**src/rtl/mem_stack_if.sv**
```systemverilog
// mem_stack_if: access and status bundle between the RAM controller's
// memory-mapped window and one mem_stack instance.
//   master : controller side; drives select/write/clear/dataIn (and errClear)
//   slave  : stack side; drives dataOut/count/empty/full/overflow/underflow
// errClear exists only when MEM_STACK_ERR_EN is defined.
interface mem_stack_if #(
  parameter int unsigned WIDTH = 16,
  parameter int unsigned DEPTH = 16,
  parameter int unsigned CW    = $clog2(DEPTH) + 1
);
  logic             select;
  logic             write;
  logic             clear;
`ifdef MEM_STACK_ERR_EN
  logic             errClear;
`endif
  logic [WIDTH-1:0] dataIn;
  logic [WIDTH-1:0] dataOut;
  logic [CW-1:0]    count;
  logic             empty;
  logic             full;
  logic             overflow;
  logic             underflow;

`ifdef MEM_STACK_ERR_EN
  modport master (
    output select, write, clear, errClear, dataIn,
    input  dataOut, count, empty, full, overflow, underflow
  );
  modport slave (
    input  select, write, clear, errClear, dataIn,
    output dataOut, count, empty, full, overflow, underflow
  );
`else
  modport master (
    output select, write, clear, dataIn,
    input  dataOut, count, empty, full, overflow, underflow
  );
  modport slave (
    input  select, write, clear, dataIn,
    output dataOut, count, empty, full, overflow, underflow
  );
`endif
endinterface

```
**src/rtl/mem_stack.sv**
```systemverilog
// mem_stack: memory-mapped hardware LIFO. A write strobe to the region pushes
// dataIn, a read strobe pops; dataOut always holds the registered top word
// (0 when empty), so the word read during a pop strobe is the popped one.
// Ports:
//   CLK  : system clock, rising edge
//   RST  : asynchronous active-high reset
//   bus  : mem_stack_if.slave (select, write, clear, errClear, dataIn in;
//          dataOut, count, empty, full, overflow, underflow out)
// Optional feature macro: MEM_STACK_ERR_EN -- sticky overflow/underflow flags
// and the errClear input. Without it the flags are tied to 0.
module mem_stack #(
  parameter int unsigned WIDTH = 16,
  parameter int unsigned DEPTH = 16,
  parameter int unsigned CW    = $clog2(DEPTH) + 1
) (
  input logic        CLK,
  input logic        RST,
  mem_stack_if.slave bus
);
  localparam int unsigned AW = CW - 1;

  logic [WIDTH-1:0] mem [DEPTH];
  logic [CW-1:0]    sp;
  logic [WIDTH-1:0] top;

  logic             do_push, do_pop, push_ok, pop_ok;
  logic             is_empty, is_full;
  logic [CW-1:0]    sp_m2;
  logic [WIDTH-1:0] below;

  always_comb begin
    is_empty = (sp == '0);
    is_full  = (sp == CW'(DEPTH));
    // clear outranks any strobe in the same cycle
    do_push  = bus.select &  bus.write & ~bus.clear;
    do_pop   = bus.select & ~bus.write & ~bus.clear;
    push_ok  = do_push & ~is_full;
    pop_ok   = do_pop  & ~is_empty;
    // word that becomes the new top after a pop; only meaningful when sp >= 1
    sp_m2    = sp - CW'(2);
    below    = (sp == CW'(1)) ? '0 : mem[sp_m2[AW-1:0]];
  end

  // Storage needs no reset: entries at or above sp are never observed.
  always_ff @(posedge CLK) begin
    if (push_ok)
      mem[sp[AW-1:0]] <= bus.dataIn;
  end

  always_ff @(posedge CLK or posedge RST) begin
    if (RST) begin
      sp  <= '0;
      top <= '0;
    end else if (bus.clear) begin
      sp  <= '0;
      top <= '0;
    end else if (push_ok) begin
      sp  <= sp + CW'(1);
      top <= bus.dataIn;
    end else if (pop_ok) begin
      sp  <= sp - CW'(1);
      top <= below;
    end
  end

`ifdef MEM_STACK_ERR_EN
  logic ovf_q, unf_q;

  // errClear applies first so a same-cycle error still sets its flag
  always_ff @(posedge CLK or posedge RST) begin
    if (RST) begin
      ovf_q <= 1'b0;
      unf_q <= 1'b0;
    end else begin
      if (bus.errClear) begin
        ovf_q <= 1'b0;
        unf_q <= 1'b0;
      end
      if (do_push && is_full)
        ovf_q <= 1'b1;
      if (do_pop && is_empty)
        unf_q <= 1'b1;
    end
  end

  assign bus.overflow  = ovf_q;
  assign bus.underflow = unf_q;
`else
  assign bus.overflow  = 1'b0;
  assign bus.underflow = 1'b0;
`endif

  assign bus.dataOut = top;
  assign bus.count   = sp;
  assign bus.empty   = is_empty;
  assign bus.full    = is_full;
endmodule

```
**src/flat_wrapper.sv**
```systemverilog
// flat-port wrapper written by rule: the top's interface ports become plain ports
module mem_stack_flat 
#(
  parameter int unsigned WIDTH = 16,
  parameter int unsigned DEPTH = 16,
  parameter int unsigned CW    = $clog2(DEPTH) + 1
)
  (CLK, RST, bus_select, bus_write, bus_clear, bus_dataIn, bus_dataOut, bus_count, bus_empty, bus_full, bus_overflow, bus_underflow);
  mem_stack_if #(.WIDTH(WIDTH), .DEPTH(DEPTH), .CW(CW)) bus_i ();
  input logic CLK;
  input logic RST;
  input wire logic [$bits(bus_i.select)-1:0] bus_select;
  input wire logic [$bits(bus_i.write)-1:0] bus_write;
  input wire logic [$bits(bus_i.clear)-1:0] bus_clear;
  input wire logic [$bits(bus_i.dataIn)-1:0] bus_dataIn;
  output wire logic [$bits(bus_i.dataOut)-1:0] bus_dataOut;
  output wire logic [$bits(bus_i.count)-1:0] bus_count;
  output wire logic [$bits(bus_i.empty)-1:0] bus_empty;
  output wire logic [$bits(bus_i.full)-1:0] bus_full;
  output wire logic [$bits(bus_i.overflow)-1:0] bus_overflow;
  output wire logic [$bits(bus_i.underflow)-1:0] bus_underflow;
  assign bus_i.select = bus_select;
  assign bus_i.write = bus_write;
  assign bus_i.clear = bus_clear;
  assign bus_i.dataIn = bus_dataIn;
  assign bus_dataOut = bus_i.dataOut;
  assign bus_count = bus_i.count;
  assign bus_empty = bus_i.empty;
  assign bus_full = bus_i.full;
  assign bus_overflow = bus_i.overflow;
  assign bus_underflow = bus_i.underflow;
  mem_stack #(.WIDTH(WIDTH), .DEPTH(DEPTH), .CW(CW)) u_core (.CLK(CLK), .RST(RST), .bus(bus_i));
endmodule
```
**config.mk**
```make
export PLATFORM = sky130hd
export DESIGN_NAME = mem_stack_flat
export DESIGN_NICKNAME = d
export VERILOG_FILES = /design/src/rtl/mem_stack_if.sv /design/src/rtl/mem_stack.sv /design/src/flat_wrapper.sv
export SDC_FILE = /design/constraint.sdc
export NUM_CORES = 1
export LEC_CHECK = 0
export CAP_MARGIN = 20
export CORE_ASPECT_RATIO = 1.5
export CORE_MARGIN = 4
export CORE_UTILIZATION = 45
export DETAILED_ROUTE_END_ITERATION = 10
export REMOVE_ABC_BUFFERS = 1
export SYNTH_ARGS = -nofsm -noshare
export SYNTH_HDL_FRONTEND = slang
export SYNTH_SLANG_ARGS = --single-unit
```
**constraint.sdc**
```tcl
create_clock -name CLK -period 2.7 [get_ports CLK]
set_clock_uncertainty 0.2 [all_clocks]
set_input_delay 0.54 -clock CLK [delete_from_list [all_inputs] [get_ports CLK]]
set_output_delay 0.54 -clock CLK [all_outputs]
set_load 0.1 [all_outputs]
```
* Word level (Yosys, flattened, before mapping) *
Memories as Yosys holds them, arrays and structs flattened.
Index checks and enable logic that the tools add are counted.

word-level totals
  ROM bits = 0
  bits in writable memories = 256
  bits of input ports = 21
  flip-flop bits (word level) = 21
  logic and storage cells = 29
  latch bits = 0
  output and inout bits = 25
  memories = 1

memories
  memory      words  bits a word  rd ports  clocked after Yosys merged registers in  wr ports  RTL line         RTL
  u_core.mem  16     16           1         0                                        1         mem_stack.sv:22  logic [WIDTH-1:0] mem [DEPTH];

cells by class
  add/subtract/negate cells = 3
  bitwise operators = 10
  shifts and indexed selects = 0
  eq/ne operators = 2
  $mul = 0
  multiplexer cells = 9
  divide/modulo/power cells = 0
  reductions and logical operators = 2
  magnitude comparators = 0

operators with widths
  operator             count
  $mux 16              4
  $mux 5               3
  $and 1x1->1          6
  $add 5x1->5 const B  1
  $eq 5x1->1 const B   1
  $eq 5x5->1 const B   1
  $logic_not 5->1      1
  $sub 5x1->5 const B  1
  $not 1->1            4
  $sub 4x2->4 const B  1
  $reduce_bool 3->1    1
  $mux 1               2

* Depth between registers and ports, before layout *
  word-level depth = 7
  depth in mapped cells = 11
  depth with buffers taken out = 7

* Least setup slack after synthesis *
Ideal clock, no wire load.

  kind = reg2reg
  start point = register u_core.sp[0], in the netlist u_core.bus.count[0]
  end point = memory u_core.mem[3][0] (enable)
  stages on the path, launching flop included = 10
  arrival = 3111 ps
  slack = -985 ps
  required time = 2126 ps
  path buffers = 5
  clock period less this slack = 3685 ps
  setup time = 374 ps
  cells stage by stage = dfrtp_1 > buf_6 > buf_12 > buf_4 > inv_1 > ha_1 > a31oi_1 > buf_2 > clkbuf_1 > and3_1

between the ends
  word-level cells in the longest chain between the ends = 5

ends and longest elaborated chain
  element                       RTL line         RTL
  start: declaration            mem_stack.sv:23  logic [CW-1:0] sp;
  start signal: assignment      mem_stack.sv:58  sp <= sp + CW'(1);
  start signal: assignment      mem_stack.sv:61  sp <= sp - CW'(1);
  $eq 5x5->1                    mem_stack.sv:33  is_full = (sp == CW'(DEPTH));
  $not 1->1                     mem_stack.sv:37  push_ok = do_push & ~is_full;
  $and 1x1->1                   mem_stack.sv:37
  $mux 1                        mem_stack.sv:46  if (push_ok)
  $mux 1 (not written as such)  mem_stack.sv:47  mem[sp[AW-1:0]] <= bus.dataIn;
  end: declaration              mem_stack.sv:22

Several ways; a longest one is shown, not always the timed one.

* Worst setup path after layout *
  start point = register u_core.sp[2], in the netlist u_core.bus.count[2]
  end point = output port bus_empty

between the ends
  word-level cells in the longest chain between the ends = 1

ends and longest elaborated chain
  element           RTL line            RTL
  $logic_not 5->1   mem_stack.sv:32     is_empty = (sp == '0);
  end: declaration  flat_wrapper.sv:18  output wire logic [$bits(bus_i.empty)-1:0] bus_empty;

No other way between the ends.

==> reports/summary.txt <==
PortBufs = 43
Setup Viol. Count Final = 0
IO Count = 46
post-synthesis cell count = 522
vias in the first global route = 5777
Synth area leader = edfxtp_1
DIE WIDTH = 136 um
R2R cell count = 7
vias per cell = 5.79
TritonCTS Buffers = 24
post-route cell area = 13100 um2
RSZ-0062 raised after global routing = false
Total GRT Usage = 18.1%
commonest cells in the netlist = edfxtp_1 (256), mux4_2 (42), mux4_1 (22)
chip height = 201 um
worst slew pin tran = 1.05 ns
leak pwr = 4.31 nW
global placement routability congestion = 0.803
Initial Util = 45.7%
1st-iter DRT viols = 439
#FFs+latches synth = 277
Final min period = 2.65 ns
required time worst endpoint = 1.96 ns
Vias = 5475
ratio of cells with drive above 1 in the final layout = 26.5%
Site Rows = 70
antenna violations before repair = 0
post-synthesis cell type count = 43
Final Max Tran Viols = 0
clk buf depth = 3
global route overflow = 0
CTS clk-pin slew, worst paths = 0.06 ns
Worst-Skew Late Latency = 0.52 ns
Final Non-Filler Cells = 946
DRT Pass-1 Iters = 4
number of diodes = 0
CTS tree = yes
max-cap violations = 0
Slew Limit Headroom = 29.8%
fin util = 53.9%
Fillers = 1919
WL per Instance = 25.4 um
Post-synth EDFFs = 256
CP Capture Type = output port
Critical Path AT = 1.91 ns
CP max FO = 6
period utilisation layout = 98.1%
hold crit path type = in2async
Synth async-reset ratio = 7.58%
die area = 27400 um2
setup TNS = 0 ns
global-route wire length before repair = 37000 um
cell area after placement = 12300 um2
Power Total = 13.0 mW
core box area = 24300 um2
Area growth syn-to-layout = 17.9%
Hold Violations, Final = 0
antenna-violating nets left = 0
Yosys top cell area share = 69.1%
status = finished, final reports clean
critical path type = reg2out
VDD IR max = 0.000839 V
Mean Syn Cell Area = 21.3 um2
total of warnings raised by yosys = 0
placed cell count = 899
final net count = 633
Cell Area, Synth = 11100 um2
largest net degree at the start of global routing = 35
DRC viols = 0
H-tree depth = 1
Total Wirelength = 24100 um
Post-DP HPWL = 15300 um
ys flop type = edfxtp_1
top-count cell post-synth = edfxtp_1
largest cells by area after synthesis = edfxtp_1 (69%), mux4_2 (8.5%), mux4_1 (5.2%), dfrtp_1 (4.7%), a221oi_2 (1.3%)
Max Fclk = 377 MHz
Sink Count = 277
clock root buffer = clkbuf_16
hold_buf cts = 0
pwr/cell area = 994 nW/um2
register area share after synthesis = 73.8%
Setup crit start kind = register
metrics by stage:
stage,hold slack (ns),setup slack (ns)
3_5_place_dp,0.479,0.0783
4_1_cts,0.149,0.0569
2_1_floorplan,0.317,-4.05
6_report,0.164,0.0501
3_3_place_gp,0.461,0.0865
5_1_grt,0.198,0.000109
placed cells by master, fill, tap and decap left out, types with 6 or more instances in the layout:
cell type	instances
ha_1	6
and2_1	13
a221oi_2	10
clkinv_1	8
dfrtp_1	20
o22ai_1	16
mux4_1	22
buf_4	43
clkbuf_16	25
edfxtp_1	256
buf_12	24
nor3b_1	16
a221oi_1	6
a21oi_1	17
a22o_1	16
mux4_2	42
nor2_1	6
clkdlybuf4s50_1	20
sequential cells by signal (all words and copies together) (netlist names):
signal,cells
u_core.bus.count,5
u_core.mem,256
u_core.bus.dataOut,16
cell type report:
class                   count  area (um2)  area share (%)
multi-input cells         208        2650            20.2
well taps                 324         405            3.09
clock inverters            16         173            1.32
clock buffers              28         637            4.85
repair buffers             88        1020            7.76
inverters                   5        22.5           0.172
flip-flops and latches    277        8220            62.6
worst paths after layout:
path                                startpoint                    end  slack [ns]
hold / removal                             RST  u_core.bus.dataOut[9]        0.16
min in group CLK           u_core.bus.count[4]    u_core.bus.count[4]        0.49
setup / recovery           u_core.bus.count[2]              bus_empty        0.05
hold reg to reg            u_core.bus.count[4]    u_core.bus.count[4]        0.49
max in group asynchronous                  RST    u_core.bus.count[0]        1.83
setup reg to reg           u_core.bus.count[2]  u_core.bus.dataOut[0]        0.19
routing by layer:
layer	track usage [%]	share of wire, %
met4	5.19	2.1
met2	29.6	51
met1	25.7	43
met3	2.18	4.5
met5	0	0
critical path: stages (launching register included):
cell     delay, ns
dfrtp_1       0.39
buf_4         0.16
nor3_1        0.37
nand2_1       0.16
inv_1         0.12
buf_12        0.18
where the power goes:
part	total, mW	switching (mW)	internal [mW]
combinational	4.59	2.71	1.88
clock	3.52	1.46	2.06
sequential	4.93	0.0879	4.84
total	13.0	4.26	8.79
what timing repair did:
action | in CTS | in global routing
buffers inserted | 2 | 0
setup endpoints to repair | 2 | 3
gates resized for setup | 3 | 1
kinds of logic after synthesis:
kind of cell	Yosys count	share of synthesized area (%)
fa+ha+maj	8	0.899
compound gates	76	5.46
buf+inv	38	2.81
mux	64	13.7
other cells	1	0.0337
xor+xnor	4	0.315
flops	277	73.8
simple gates	54	3.00
(Power assumes the default switching activity.)
